**config.mk**
```make
export PLATFORM = sky130hd
export DESIGN_NAME = inst_fetch_wide
export DESIGN_NICKNAME = d
export VERILOG_FILES = /design/src/rtl/inst_fetch_wide.sv
export SDC_FILE = /design/constraint.sdc
export NUM_CORES = 1
export LEC_CHECK = 0
export ABC_AREA = 1
export CORE_MARGIN = 2
export CORE_UTILIZATION = 60
export DETAILED_ROUTE_END_ITERATION = 10
export PLACE_DENSITY = 0.79
export SETUP_SLACK_MARGIN = 0.02
export SLEW_MARGIN = 20
export SYNTH_ARGS = -nofsm -noshare
export SYNTH_HDL_FRONTEND = slang
export SYNTH_HIERARCHICAL = 1
export SYNTH_SLANG_ARGS = --single-unit
```
**constraint.sdc**
```tcl
create_clock -name clk -period 8 [get_ports clk]
set_clock_uncertainty 0.05 [all_clocks]
set_input_delay 0.8 -clock clk [delete_from_list [all_inputs] [get_ports clk]]
set_output_delay 0.8 -clock clk [all_outputs]
set_load 0.05 [all_outputs]
```
**src/rtl/inst_fetch_wide.sv**
```systemverilog
// Wide fetch front end: group-aligned requests, in-order responses queued as masked packets for decode.
// Response reaches decode one cycle later; decode stalls throttle issue through queue credits, responses are never refused.

`ifndef ADEL
`define ADEL 5'h04
`endif
`ifndef INVALID_EXCEP
`define INVALID_EXCEP 5'h1f
`endif

module inst_fetch_fifo #(
  parameter int W     = 8,
  parameter int DEPTH = 4,
  parameter int CW    = $clog2(DEPTH + 1)
) (
  input  logic          clk,
  input  logic          rst,
  input  logic          i_flush,
  input  logic          i_push_vld,
  input  logic [W-1:0]  i_push_dat,
  input  logic          i_pop_rdy,
  output logic [W-1:0]  o_pop_dat,
  output logic [CW-1:0] o_count
);
  localparam int AW = (DEPTH > 1) ? $clog2(DEPTH) : 1;

  logic [W-1:0]  r_mem [DEPTH];
  logic [AW-1:0] r_wr_ptr;
  logic [AW-1:0] r_rd_ptr;
  logic [CW-1:0] r_count;
  logic          w_push;
  logic          w_pop;

  function automatic logic [AW-1:0] f_inc(input logic [AW-1:0] p);
    return (p == AW'(DEPTH - 1)) ? '0 : p + AW'(1);
  endfunction

  assign w_push    = i_push_vld & (r_count != CW'(DEPTH));
  assign w_pop     = i_pop_rdy & (r_count != '0);
  assign o_pop_dat = r_mem[r_rd_ptr];
  assign o_count   = r_count;

  always_ff @(posedge clk) begin
    if (w_push) r_mem[r_wr_ptr] <= i_push_dat;
  end

  // Flush wins over a same-cycle push: the pushed entry belongs to the discarded stream.
  always_ff @(posedge clk) begin
    if (rst || i_flush) begin
      r_wr_ptr <= '0;
      r_rd_ptr <= '0;
      r_count  <= '0;
    end else begin
      if (w_push) r_wr_ptr <= f_inc(r_wr_ptr);
      if (w_pop)  r_rd_ptr <= f_inc(r_rd_ptr);
      if (w_push && !w_pop)      r_count <= r_count + CW'(1);
      else if (!w_push && w_pop) r_count <= r_count - CW'(1);
    end
  end
endmodule

module inst_fetch_wide #(
  parameter int          FETCH_WIDTH     = 2,
  parameter int          MAX_OUTSTANDING = 4,
  parameter int          IFQ_ENTRY       = 8,
  parameter logic [31:0] PC_INITIAL      = 32'hBFC00000,
  parameter logic [31:0] PC_EBASE        = 32'hBFC00380
) (
  input  logic                      clk,
  input  logic                      rst,
  input  logic                      is_exception,
  input  logic                      is_excep_return,
  input  logic [31:0]               excep_return_pc,
  input  logic                      is_jump_branch,
  input  logic [31:0]               jump_branch_address,
  output logic                      inst_addr_valid,
  input  logic                      inst_addr_ready,
  output logic [31:0]               inst_addr,
  input  logic                      inst_line_valid,
  output logic                      inst_line_ready,
  input  logic [32*FETCH_WIDTH-1:0] inst_line,
  output logic                      inst_valid,
  input  logic                      inst_ready,
  output logic [32*FETCH_WIDTH-1:0] inst,
  output logic [FETCH_WIDTH-1:0]    inst_mask,
  output logic [31:0]               pc,
  output logic [4:0]                excep_code
);
  localparam int          FW_LOG      = $clog2(FETCH_WIDTH);
  localparam int          SW          = (FW_LOG > 0) ? FW_LOG : 1;
  localparam int          OW          = $clog2(MAX_OUTSTANDING + 1);
  localparam int          QCW         = $clog2(IFQ_ENTRY + 1);
  localparam logic [31:0] GROUP_BYTES = 32'(4 * FETCH_WIDTH);

  typedef struct packed {
    logic [31:0]            base;
    logic [FETCH_WIDTH-1:0] mask;
  } meta_t;

  typedef struct packed {
    logic [32*FETCH_WIDTH-1:0] inst;
    logic [31:0]               pc;
    logic [FETCH_WIDTH-1:0]    mask;
    logic [4:0]                code;
  } pkt_t;

  logic [31:0]            r_fetch_pc;
  logic [OW-1:0]          r_outstanding;
  logic [OW-1:0]          r_drop_cnt;
  logic                   r_halted;

  logic                   w_redirect;
  logic [31:0]            w_target;
  logic [31:0]            w_base;
  logic [SW-1:0]          w_slot;
  logic [FETCH_WIDTH-1:0] w_run_mask;
  logic [FETCH_WIDTH-1:0] w_one_mask;
  logic                   w_aligned;
  logic                   w_req_fire;
  logic                   w_rsp;
  logic                   w_rsp_keep;
  logic                   w_fault;
  logic [OW-1:0]          w_out_next;
  logic [OW-1:0]          w_meta_count;
  meta_t                  w_meta_push;
  meta_t                  w_meta_head;
  pkt_t                   w_q_push_pkt;
  pkt_t                   w_q_head;
  logic                   w_q_push;
  logic [QCW-1:0]         w_q_count;
  logic                   w_q_full;
  logic                   w_q_empty;

  assign w_redirect = is_exception | is_excep_return | is_jump_branch;
  assign w_target   = is_exception    ? PC_EBASE :
                      is_excep_return ? excep_return_pc : jump_branch_address;

  assign w_base    = r_fetch_pc & ~(GROUP_BYTES - 32'd1);
  assign w_slot    = (FW_LOG == 0) ? '0 : SW'(r_fetch_pc >> 2);
  assign w_aligned = (r_fetch_pc[1:0] == 2'b00);

  always_comb begin
    w_run_mask = '0;
    w_one_mask = '0;
    for (int i = 0; i < FETCH_WIDTH; i++) begin
      w_run_mask[i] = (i >= int'(w_slot));
      w_one_mask[i] = (i == int'(w_slot));
    end
  end

  assign w_q_full  = (int'(w_q_count) == IFQ_ENTRY);
  assign w_q_empty = (w_q_count == '0);

  // Queue entries plus requests in flight never exceed the queue depth, so every response has a slot.
  assign inst_addr_valid = ~rst & ~w_redirect & ~r_halted & w_aligned &
                           (int'(r_outstanding) < MAX_OUTSTANDING) &
                           ((int'(w_q_count) + int'(r_outstanding)) < IFQ_ENTRY);
  assign inst_addr       = w_base;
  assign inst_line_ready = 1'b1;
  assign w_req_fire      = inst_addr_valid & inst_addr_ready;

  assign w_rsp      = inst_line_valid & (w_meta_count != '0);
  assign w_rsp_keep = w_rsp & (r_drop_cnt == '0);
  assign w_fault    = ~rst & ~w_redirect & ~r_halted & ~w_aligned &
                      (r_outstanding == '0) & ~w_q_full;

  always_comb begin
    w_out_next = r_outstanding;
    if (w_req_fire && !w_rsp)      w_out_next = r_outstanding + OW'(1);
    else if (!w_req_fire && w_rsp) w_out_next = r_outstanding - OW'(1);
  end

  assign w_meta_push.base = w_base;
  assign w_meta_push.mask = w_run_mask;

  inst_fetch_fifo #(
    .W     ($bits(meta_t)),
    .DEPTH (MAX_OUTSTANDING),
    .CW    (OW)
  ) u_meta_fifo (
    .clk        (clk),
    .rst        (rst),
    .i_flush    (1'b0),
    .i_push_vld (w_req_fire),
    .i_push_dat (w_meta_push),
    .i_pop_rdy  (w_rsp),
    .o_pop_dat  (w_meta_head),
    .o_count    (w_meta_count)
  );

  always_comb begin
    w_q_push_pkt = '0;
    if (w_rsp_keep) begin
      w_q_push_pkt.inst = inst_line;
      w_q_push_pkt.pc   = w_meta_head.base;
      w_q_push_pkt.mask = w_meta_head.mask;
      w_q_push_pkt.code = `INVALID_EXCEP;
    end else begin
      w_q_push_pkt.pc   = w_base;
      w_q_push_pkt.mask = w_one_mask;
      w_q_push_pkt.code = `ADEL;
    end
  end

  assign w_q_push = w_rsp_keep | w_fault;

  inst_fetch_fifo #(
    .W     ($bits(pkt_t)),
    .DEPTH (IFQ_ENTRY),
    .CW    (QCW)
  ) u_pkt_fifo (
    .clk        (clk),
    .rst        (rst),
    .i_flush    (w_redirect),
    .i_push_vld (w_q_push),
    .i_push_dat (w_q_push_pkt),
    .i_pop_rdy  (inst_valid & inst_ready),
    .o_pop_dat  (w_q_head),
    .o_count    (w_q_count)
  );

  assign inst_valid = ~rst & ~w_redirect & ~w_q_empty;
  assign inst       = w_q_head.inst;
  assign inst_mask  = w_q_head.mask;
  assign pc         = w_q_head.pc;
  assign excep_code = w_q_head.code;

  // Drop count covers everything still in flight after this cycle, including a request issued now.
  always_ff @(posedge clk) begin
    if (rst) begin
      r_fetch_pc    <= PC_INITIAL;
      r_outstanding <= '0;
      r_drop_cnt    <= '0;
      r_halted      <= 1'b0;
    end else begin
      r_outstanding <= w_out_next;
      if (w_redirect) begin
        r_fetch_pc <= w_target;
        r_halted   <= 1'b0;
        r_drop_cnt <= w_out_next;
      end else begin
        if (w_req_fire) r_fetch_pc <= w_base + GROUP_BYTES;
        if (w_fault)    r_halted   <= 1'b1;
        if (w_rsp && (r_drop_cnt != '0)) r_drop_cnt <= r_drop_cnt - OW'(1);
      end
    end
  end
endmodule

```
# After elaboration in Yosys (flattened, before gate mapping)
# Memory sizes are Yosys's and may differ from the RTL's. A register that Yosys moved wholly into a read port is not among the register bits.
# Cells that the tools add are included.
# Widths: inputs -> output; s select.
[op_classes] div=0 n_reduce_logical=26 order_cmp=3 eq_ne=7 n_addsub=13 n_mux=26 n_bitwise=27 shifts=0 n_mul=0
[op_table] cell="$mux 32" count=4
[op_table] cell="$mux 64" count=1
[op_table] cell="$mux 39" count=1
[op_table] cell="$add 32x4->32 const B" count=1
[op_table] cell="$mux 3" count=10
[op_table] cell="$and 1x1->1" count=17
[op_table] cell="$add 3x1->3 const B" count=4
[op_table] cell="$sub 3x1->3 const B" count=3
[op_table] cell="$mux 2" count=4
[op_table] cell="$mux 4" count=2
[op_table] cell="$reduce_bool 2->1" count=4
[op_table] cell="$logic_and 1x1->1" count=7
[op_table] cell="$not 1->1" count=7
[op_table] cell="$eq 3x3->1 const B" count=2
[op_table] cell="$logic_not 1->1" count=6
[op_table] cell="$logic_not 3->1" count=2
[op_table] cell="$reduce_bool 3->1" count=2
[op_table] cell="$add 4x3->5" count=1
[op_table] cell="$lt 5x4->1 const B" count=1
[op_table] cell="$add 2x1->2 const B" count=2
[op_table] cell="$add 4x1->4 const B" count=1
[op_table] cell="$eq 2x2->1 const B" count=2
[op_table] cell="$eq 4x4->1 const B" count=1
[op_table] cell="$logic_not 4->1" count=1
[op_table] cell="11 further kinds" count=16
[totals] romBits=0 word_cells=114 reg_bits=56 in_bits=136 latchBits=0 n_memories=2 output_inout_bits=138 mem_bits_rw=944
[mem_list] memory="u_pkt_fifo.r_mem" words=8 word_bits=103 read_ports=1 rd_ports_with_merged_regs=1 write_ports=1 line_no="27" text="logic [W-1:0] r_mem [DEPTH];"
[mem_list] memory="u_meta_fifo.r_mem" words=4 word_bits=30 read_ports=1 rd_ports_with_merged_regs=1 write_ports=1 line_no="27"

# Depth between registers and ports, before layout
# Gate-level depths: netlist of run 1.
[logic_depth] depth_word=14 mapped_depth=20 depth_no_buf=18

# By module
# Netlist of run 1, hierarchy kept.
[by_module_without_submodules] mod="inst_fetch_fifo (u_pkt_fifo)" seq_area_each_um2=25004.0 area_each_um2=33424.6 cells_each=2837 n_inst=1
[by_module_without_submodules] mod="inst_fetch_fifo (u_meta_fifo)" seq_area_each_um2=4264.1 area_each_um2=5745.5 cells_each=398 n_inst=1
[by_module_without_submodules] mod="inst_fetch_wide" seq_area_each_um2=780.7 area_each_um2=4361.7 cells_each=807 n_inst=1

# Worst setup path before layout of run 1
# OpenSTA, ideal clock, no wires.
[synth_path] kind="input to register" startpoint="input port inst_line_valid" endpoint="memory u_pkt_fifo/r_mem[0][0] in the netlist's numbering (enable)" t_required_ps=7384 stages=9 arrival_ps=6272 n_path_buf=2 setup_ps=566 slack_ps=1113 path_cell_list="nand2_1 > inv_1 > nand2_1 > buf_2 > clkbuf_1 > nand2_1 > nand2_1 > or2_2 > nor2_1"
[synth_between] elab_chain_len=6
[synth_lines] item="start, declared" line_no="79" text="input logic inst_line_valid,"
[synth_lines] item="$and 1x1->1" line_no="162" text="assign w_rsp = inst_line_valid & (w_meta_count != '0);"
[synth_lines] item="via w_rsp" line_no="120" text="logic w_rsp;"
[synth_lines] item="$and 1x1->1" line_no="163" text="assign w_rsp_keep = w_rsp & (r_drop_cnt == '0);"
[synth_lines] item="$or 1x1->1" line_no="205" text="assign w_q_push = w_rsp_keep | w_fault;"
[synth_lines] item="via w_q_push" line_no="129" text="logic w_q_push;"
[synth_lines] item="$and 1x1->1" line_no="38" text="assign w_push = i_push_vld & (r_count != CW'(DEPTH));"
[synth_lines] item="$mux 1" line_no="44" text="if (w_push) r_mem[r_wr_ptr] <= i_push_dat;"
[synth_lines] item="$mux 1 (not written as such)" line_no="44"
[synth_lines] item="end, declared" line_no="27"
# The timed path passes the listed nets, and every way through them passes these cells.

==> results of run 1 <==
==> final cells by class <==
| type | instances | share of cell area (%) |
|---|---|---|
| Clock buffer | 135 | 5.37 |
| Tap cell | 950 | 2.39 |
| Clock inverter | 51 | 0.938 |
| Multi-Input combinational cell | 2634 | 23.4 |
| Inverter | 165 | 1.30 |
| Sequential cell | 1021 | 60.6 |
| Timing Repair Buffer | 299 | 6.09 |
==> layout by cell type, fill, tap and decap left out, drive strengths merged <==
cell type / netlist / layout
conb: 2 / 30
buf: 221 / 30
inv: 165 / 168
a21oi: 39 / 39
o31ai: 2 / 2
dfxtp: 61 / 61
a31oi: 5 / 5
nand4: 5 / 5
o211ai: 11 / 11
nand2: 773 / 773
nand3b: 4 / 4
mux2i: 2 / 2
clkinvlp: 0 / 2
fa: 2 / 2
nor2: 1065 / 1065
nor4: 1 / 1
xnor2: 1 / 1
ha: 21 / 21
nand3: 46 / 46
o32ai: 2 / 2
clkdlybuf4s50: 0 / 269
a32oi: 2 / 2
a41oi: 1 / 1
a211oi: 1 / 1
or2: 12 / 12
nor3: 16 / 16
o22ai: 34 / 34
and2: 2 / 2
bufinv: 0 / 7
xor2: 15 / 15
clkinv: 0 / 39
edfxtp: 960 / 960
clkbuf: 29 / 135
o21ai: 541 / 541
o21a: 1 / 1
==> power breakdown <==
part	switching [W]	internal [W]	total [W]
clock network	0.00192	0.00256	0.00449
logic	0.000214	0.000126	0.000340
registers	0.0000358	0.00583	0.00586
==> stage by stage <==
stage / power (W) / utilization (%) / setup slack [ns] / instances
floorplan: 0.00616 / - / 1.11 / 4070
global placement: 0.00631 / 64.9 / 2.89 / 5068
detailed placement: 0.00631 / 64.9 / 2.86 / 5068
CTS: 0.0107 / 69.3 / 2.18 / 5254
global route: 0.0110 / 69.3 / 1.84 / 5255
finish: 0.0107 / 69.3 / 2.11 / 5255
==> cell usage after synthesis, types with 2 or more instances <==
cell type	number	area (um^2)
fa_1	2	40.0
o211ai_1	11	82.6
clkbuf_2	2	10.0
ha_1	21	263
a32oi_1	2	17.5
nand4_1	4	25.0
clkbuf_1	27	101
o32ai_1	2	17.5
o21ai_1	341	1710
o31ai_1	2	15.0
inv_1	157	589
nand3b_1	4	30.0
mux2i_1	2	20.0
nand2_1	772	2900
nand3_1	45	225
o22ai_1	14	87.6
buf_1	15	56.3
inv_2	6	22.5
conb_1	2	7.51
or2_2	12	75.1
buf_6	10	113
nor2_2	21	131
edfxtp_1	960	28800
nor3_1	14	70.1
buf_2	131	656
o22ai_2	20	250
buf_12	3	60.1
and2_1	2	12.5
a21oi_1	38	190
nor2_1	1042	3910
buf_4	62	465
xor2_1	15	131
o21ai_0	200	1000
dfxtp_1	61	1220
a31oi_1	5	31.3
nor3_2	2	20.0
==> routing by layer <==
| metal | global-route usage [%] | vias up | wire, um |
|---|---|---|---|
| li1 | - | 14000 | - |
| met4 | 9.51 | 0 | 2560 |
| met5 | 0 | - | 0 |
| met3 | 4.12 | 151 | 8690 |
| met1 | 35.6 | 14100 | 40200 |
| met2 | 45.7 | 1407 | 50300 |
==> how the worst max path moves through the flow <==
stage                                   endpoint  slack, ns  cells past startpoint
after floorplan           u_pkt_fifo/r_mem[0][0]       1.11                      9
after global routing                      pc[19]       1.84                      9
after CTS                                 pc[20]       2.18                      9
final                                     pc[13]       2.11                      9
after detailed placement                  pc[20]       2.86                      9
after global placement                    pc[16]       2.89                      9
==> kinds of logic after synthesis <==
logic type               count (synthesis)  share of synthesized area [%]
adder cells (fa/ha/maj)                 23                          0.696
other                                    2                         0.0173
AO/OA/AOI/OAI                          639                           7.88
flip-flops                            1021                           69.0
AND/OR/NAND/NOR                       1924                           17.2
buffers and inverters                  415                           4.80
multiplexers                             2                         0.0460
XOR/XNOR                                16                          0.322
==> flip-flops by register name, indices dropped and copies added, names as in the netlist, 3 cells and up, named ones only <==
signal and flops:
r_drop_cnt 3, r_fetch_pc 32, r_outstanding 3, u_meta_fifo/o_count 3, u_meta_fifo/r_mem 136, u_pkt_fifo/o_count 4
u_pkt_fifo/r_mem 824, u_pkt_fifo/r_rd_ptr 3, u_pkt_fifo/r_wr_ptr 3
==> critical path: cells and delay by family, from the launching register on <==
family / cells / cell delay (ns)
AOI/OAI and AO/OA: 1 / 0.11
buffers and inverters: 3 / 2.65
DFF: 1 / 0.82
and+or+nand+nor: 5 / 0.68
==> summary.md, run 1 <==
| Metric | Value |
|---|---|
| Status | completed |
| Footprint of the multi-input gates | 11,600 um^2 |
| Vias in the first global route | 28,800 |
| Drt wl/cell | 19.4 um |
| Setup TNS | 0 ns |
| Antenna cell count | 0 |
| Worst r2r dst | u_pkt_fifo/r_mem[2][86] |
| Worst hold stages | 2 |
| Max cap viols | 0 |
| Initial antenna violation count | 0 |
| CP Data Required Time | 7.15 ns |
| Layout area overhead | 14.0% |
| First-pass GRT wire length | 157 mm |
| Final hold vios | 0 |
| # DRC | 0 |
| Unrepaired setup endpoints after global routing | no |
| GR Overflow Total | 0 |
| Syn. warnings | 6 |
| Post-synth EDFFs | 960 |
| Min Tclk post-route | 5.89 ns |
| Fmax | 0.170 GHz |
| Register Area | 30,100 um^2 |
| Post-DRT Antenna Nets | 0 |
| RD Place Congestion | 0.879 |
| Area of the mapped netlist | 43,500 um^2 |
| Clock Latency Late Sink | 0.66 ns |
| Die footprint | 74,700 um^2 |
| Layout fillers | 5,012 |
| CP arrival | 5.04 ns |
| R2R Setup Slk | 4.08 ns |
| HP Class | reg -> reg |
| Crit path max fanout | 101 |
| Tcrit/Tclk final | 73.7% |
| Via count of the routed design | 29,600 |
| Initial Util | 60.8% |
| # rows | 98 |
| Worst hold slack | 0.442 ns |
| Yosys reg bits | 1,021 |
| Count of cells resized by post-cts repair | 0 |
| Clk pin slew, worst setup/hold paths | 0.06 ns |
| CP Class | reg -> out |
| Nets | 4,379 |
| Post-DP HPWL | 54.7 mm |
| Peak supply drop | 0.147 mV |
| Worst hold start | r_fetch_pc[0] |
| Most frequent CP cell | nand2_1 |
| Worst stage delay on the critical path | 0.98 ns |
| Post-synthesis cell count | 4,042 |
| Worst setup SP type | register |
| Post-synth cell types | 49 |
| Layout cells sized above 1 | 5.99% |
| PortBufs | 269 |
| Slew Viols, Final | 0 |
| Worst-Margin Slew | 1.11 ns |
| Pin count of the biggest net entering global routing | 222 |
| P_leak | 19.3 nW |
| Clock sink total | 1,021 |
| RR Startpoint | u_meta_fifo/o_count[0] |
| Number of I/O pins | 274 |
| H-Tree Depth | 3 |
| CTS root buffer | clkbuf_16 |
| DIE HEIGHT | 273 um |
| CTS Buf Count | 99 |
| Overall routing resource usage | 26.9% |
| DP Area | 46,500 um^2 |
| Seq/Total Area, Yosys | 69.0% |
| Main synth FF type | edfxtp_1 |
| Hold Path Sink | r_fetch_pc[0] |
| Relative slew slack | 25.0% |
| Vias/cell | 5.64 |
| Post-route cell area | 49,600 um^2 |
| Post-CTS Hold Fix Bufs | 0 |
| WL final | 102 mm |
| Area of the core | 71,600 um^2 |
| Syn avg cell area | 10.8 um^2 |
| Max Buffers Root-to-Sink | 3 |
| CP Capture Type | output port |
| Die width | 273 um |
| Worst path cell trace | buf_4, buf_4, nor2_1, nor2_1, o21ai_0, nand2_1, nand2_1, nand2_1, clkdlybuf4s50_1 |
| Async set or reset register ratio after synthesis | 0% |
| Final Setup Violations | 0 |
| Reg2reg path depth | 10 |
| Power density cells | 215 nW/um^2 |
| CTS tree | done |
| CP max stage cell | buf_4 |
| DRC marker count from the first detailed-route iteration | 3,512 |
| Post-CTS setup buffers | 0 |
| TritonRoute pass-1 iters | 5 |
Power figures use the tool's default switching activity.
==> run 2, diff against run 1 <==
==> constraint.sdc (replaced) <==
create_clock -name clk -period 5.98 [get_ports clk]
set_clock_uncertainty 0.05 [all_clocks]
set_input_delay 0.598 -clock clk [delete_from_list [all_inputs] [get_ports clk]]
set_output_delay 0.598 -clock clk [all_outputs]
set_load 0.05 [all_outputs]
==> summary.md, run 2 (synthesis results as in run 1) <==
| Metric | Value |
|---|---|
| DIE HEIGHT | 273 um (unchanged) |
| H-Tree Depth | 3 (unchanged) |
| CP max stage cell | dfxtp_4 (was buf_4) |
| Int Pwr | 0.0115 W (was 0.00852 W) |
| Net Sw Frac | 19.9% (was 20.3%) |
| Vias in the first global route | 28,500 (was 28,800) |
| GR Overflow Total | 0 (unchanged) |
| Logic gate share of total power | 3.2% (about the same) |
| First-pass GRT wire length | 155 mm (was 157 mm) |
| WL final | 101 mm (was 102 mm) |
| Max reg flops | 824 (unchanged) |
| PortBufs | 269 (unchanged) |
| Initial Util | 60.8% (unchanged) |
| CP Capture Type | output port (unchanged) |
| Slew Viols, Final | 0 (unchanged) |
| Power, Total | 0.0143 W (was 0.0107 W) |
| Final hold vios | 0 (unchanged) |
| Clk pwr share | 42.0% (about the same) |
| CP Data Required Time | 5.33 ns (was 7.15 ns) |
| Worst-Margin Slew | 1.21 ns (was 1.11 ns) |
| Setup ws final | 1.24 ns (was 2.11 ns) |
| Unrepaired setup endpoints after global routing | no (unchanged) |
| CTS root buffer | clkbuf_16 (unchanged) |
| Pin count of the biggest net entering global routing | 208 (was 222) |
| Buf/Inv on CP | 3 (unchanged) |
| P_leak | 19.3 nW (about the same) |
| Worst hold slack | 0.417 ns (was 0.442 ns) |
| Critical path's top delay family | buffers and inverters (unchanged) |
| Layout area overhead | 14.5% (was 14.0%) |
| DP Cell Count | 5,076 (was 5,068) |
| Nets | 4,387 (was 4,379) |
| Overall routing resource usage | 26.7% (was 26.9%) |
| Area of the core | 71,600 um^2 (unchanged) |
| Biggest registers after layout | u_pkt_fifo/r_mem: 824 flops, u_meta_fifo/r_mem: 136 flops, r_fetch_pc: 32 flops (unchanged) |
| Crit path max fanout | 199 (was 101) |
| CTS tree | done (unchanged) |
| Post-CTS setup buffers | 0 (unchanged) |
| CTS Buf Count | 98 (was 99) |
| Layout fillers | 4,965 (was 5,012) |
| Worst stage delay on the critical path | 0.77 ns (was 0.98 ns) |
| HP Class | reg -> reg (unchanged) |
| Post-DP HPWL | 54.6 mm (was 54.7 mm) |
| Clock sink total | 1,021 (unchanged) |
| Commonest cells after routing, fill and taps aside | nor2_1, edfxtp_1, nand2_1 (unchanged) |
| Layout cells sized above 1 | 6.25% (was 5.99%) |
| TritonRoute pass-1 iters | 6 (was 5) |
| Sw Pwr | 0.00285 W (was 0.00217 W) |
| CP Class | reg -> out (unchanged) |
| Fmax | 0.211 GHz |
| Min Tclk post-route | 4.74 ns |
| # rows | 98 (unchanged) |
| Number of I/O pins | 274 (unchanged) |
| Die width | 273 um (unchanged) |
| Die footprint | 74,700 um^2 (unchanged) |
| DRC marker count from the first detailed-route iteration | 3,222 (was 3,512) |
| Tcrit/Tclk final | 79.3% |
| CP arrival | 4.10 ns (was 5.04 ns) |
| Drt wl/cell | 19.2 um (was 19.4 um) |
| Post-DRT Antenna Nets | 0 (unchanged) |
| Max cap viols | 0 (unchanged) |
| Fin util | 69.6% (was 69.3%) |
| Count of cells resized by post-cts repair | 0 (unchanged) |
| Power density cells | 287 nW/um^2 (was 215 nW/um^2) |
| Clock Latency Late Sink | 0.64 ns (was 0.66 ns) |
| Clk pin slew, worst setup/hold paths | 0.06 ns (about the same) |
| RD Place Congestion | 0.936 (was 0.879) |
| Relative slew slack | 19.1% (was 25.0%) |
| Final Setup Violations | 0 (unchanged) |
| Post-CTS Hold Fix Bufs | 0 (unchanged) |
| Antenna cell count | 0 (unchanged) |
| # DRC | 0 (unchanged) |
| Peak supply drop | 0.202 mV (was 0.147 mV) |
| Reg power frac | 54.8% (about the same) |
| Via count of the routed design | 29,500 (was 29,600) |
| Post-route insts no fill | 5,254 (was 5,255) |
| Max Buffers Root-to-Sink | 3 (unchanged) |
| R2R Setup Slk | 2.07 ns (was 4.08 ns) |
| Worst path cell trace | clkinv_8, buf_4, o21ai_0, nand2_1, nand2_1, nand2_1, clkdlybuf4s50_1 (was buf_4, buf_4, nor2_1, nor2_1, o21ai_0, nand2_1, nand2_1, nand2_1, clkdlybuf4s50_1) |
| Status | completed (unchanged) |
| Commonest non-fill, non-tap cell in the layout | nor2_1 (unchanged) |
| Initial antenna violation count | 1 (was 0) |
| Worst setup SP type | register (unchanged) |
| Vias/cell | 5.62 (was 5.64) |
| Worst slack at placement | 1.67 ns (was 2.86 ns) |
| Most flop-heavy register | u_pkt_fifo/r_mem (unchanged) |
| Most frequent CP cell | nand2_1 (unchanged) |
-- run 2: area by class of cell --
class | instances | area [um^2] | area share [%]
sequential | 1021 | 30100 | 60.3
tap | 950 | 1190 | 2.38
clock buffer | 128 | 2720 | 5.45
timing repair buffer | 308 | 3210 | 6.43
clock inverter | 48 | 425 | 0.853
inverter | 165 | 646 | 1.30
multi-input combinational | 2634 | 11600 | 23.3
-- run 2: layer usage --
layer	global-route usage, %	vias up	wire [um]
met1	35.4	14000	40200
met3	3.57	203	7920
met4	10.1	0	3080
li1	-	14000	-
met2	45.3	1369	49400
met5	0	-	0
-- run 2: stage by stage --
stage / instance area (um^2) / TNS, ns
final: 49800 / 0
after global routing: 49800 / 0
after CTS: 49800 / 0
after detailed placement: 46600 / 0
after global placement: 46600 / 0
after floorplan: 43600 / -290.52
-- run 2: power by group through the flow --
| stage | sequential, W | combinational [W] | clock [W] |
|---|---|---|---|
| 4_1_cts | 0.00784 | 0.000449 | 0.00609 |
| 5_1_grt | 0.00784 | 0.000491 | 0.00638 |
| 3_3_place_gp | 0.00799 | 0.000440 | 0 |
| 3_5_place_dp | 0.00800 | 0.000446 | 0 |
| 2_1_floorplan | 0.00797 | 0.000267 | 0 |
| 6_report | 0.00784 | 0.000451 | 0.00601 |
-- run 2: worst reg2reg max path, stage by stage (launching register included) --
cell and delay [ns]:
dfxtp_1 0.35, nor2_1 0.12, nand2_1 0.05, nand2_1 0.13, inv_1 0.16, nand2_4 0.55, clkinv_2 0.94, o21ai_0 1.22
-- run 2: final timing paths --
| path | from | end | cells past startpoint |
|---|---|---|---|
| worst min register to register | r_fetch_pc[0] | r_fetch_pc[0] | 2 |
| worst max-delay path | register | inst[53] | 7 |
| worst min-delay path | r_fetch_pc[0] | r_fetch_pc[0] | 2 |
| worst max register to register | u_meta_fifo/o_count[1] | u_pkt_fifo/r_mem[1][10] | 7 |
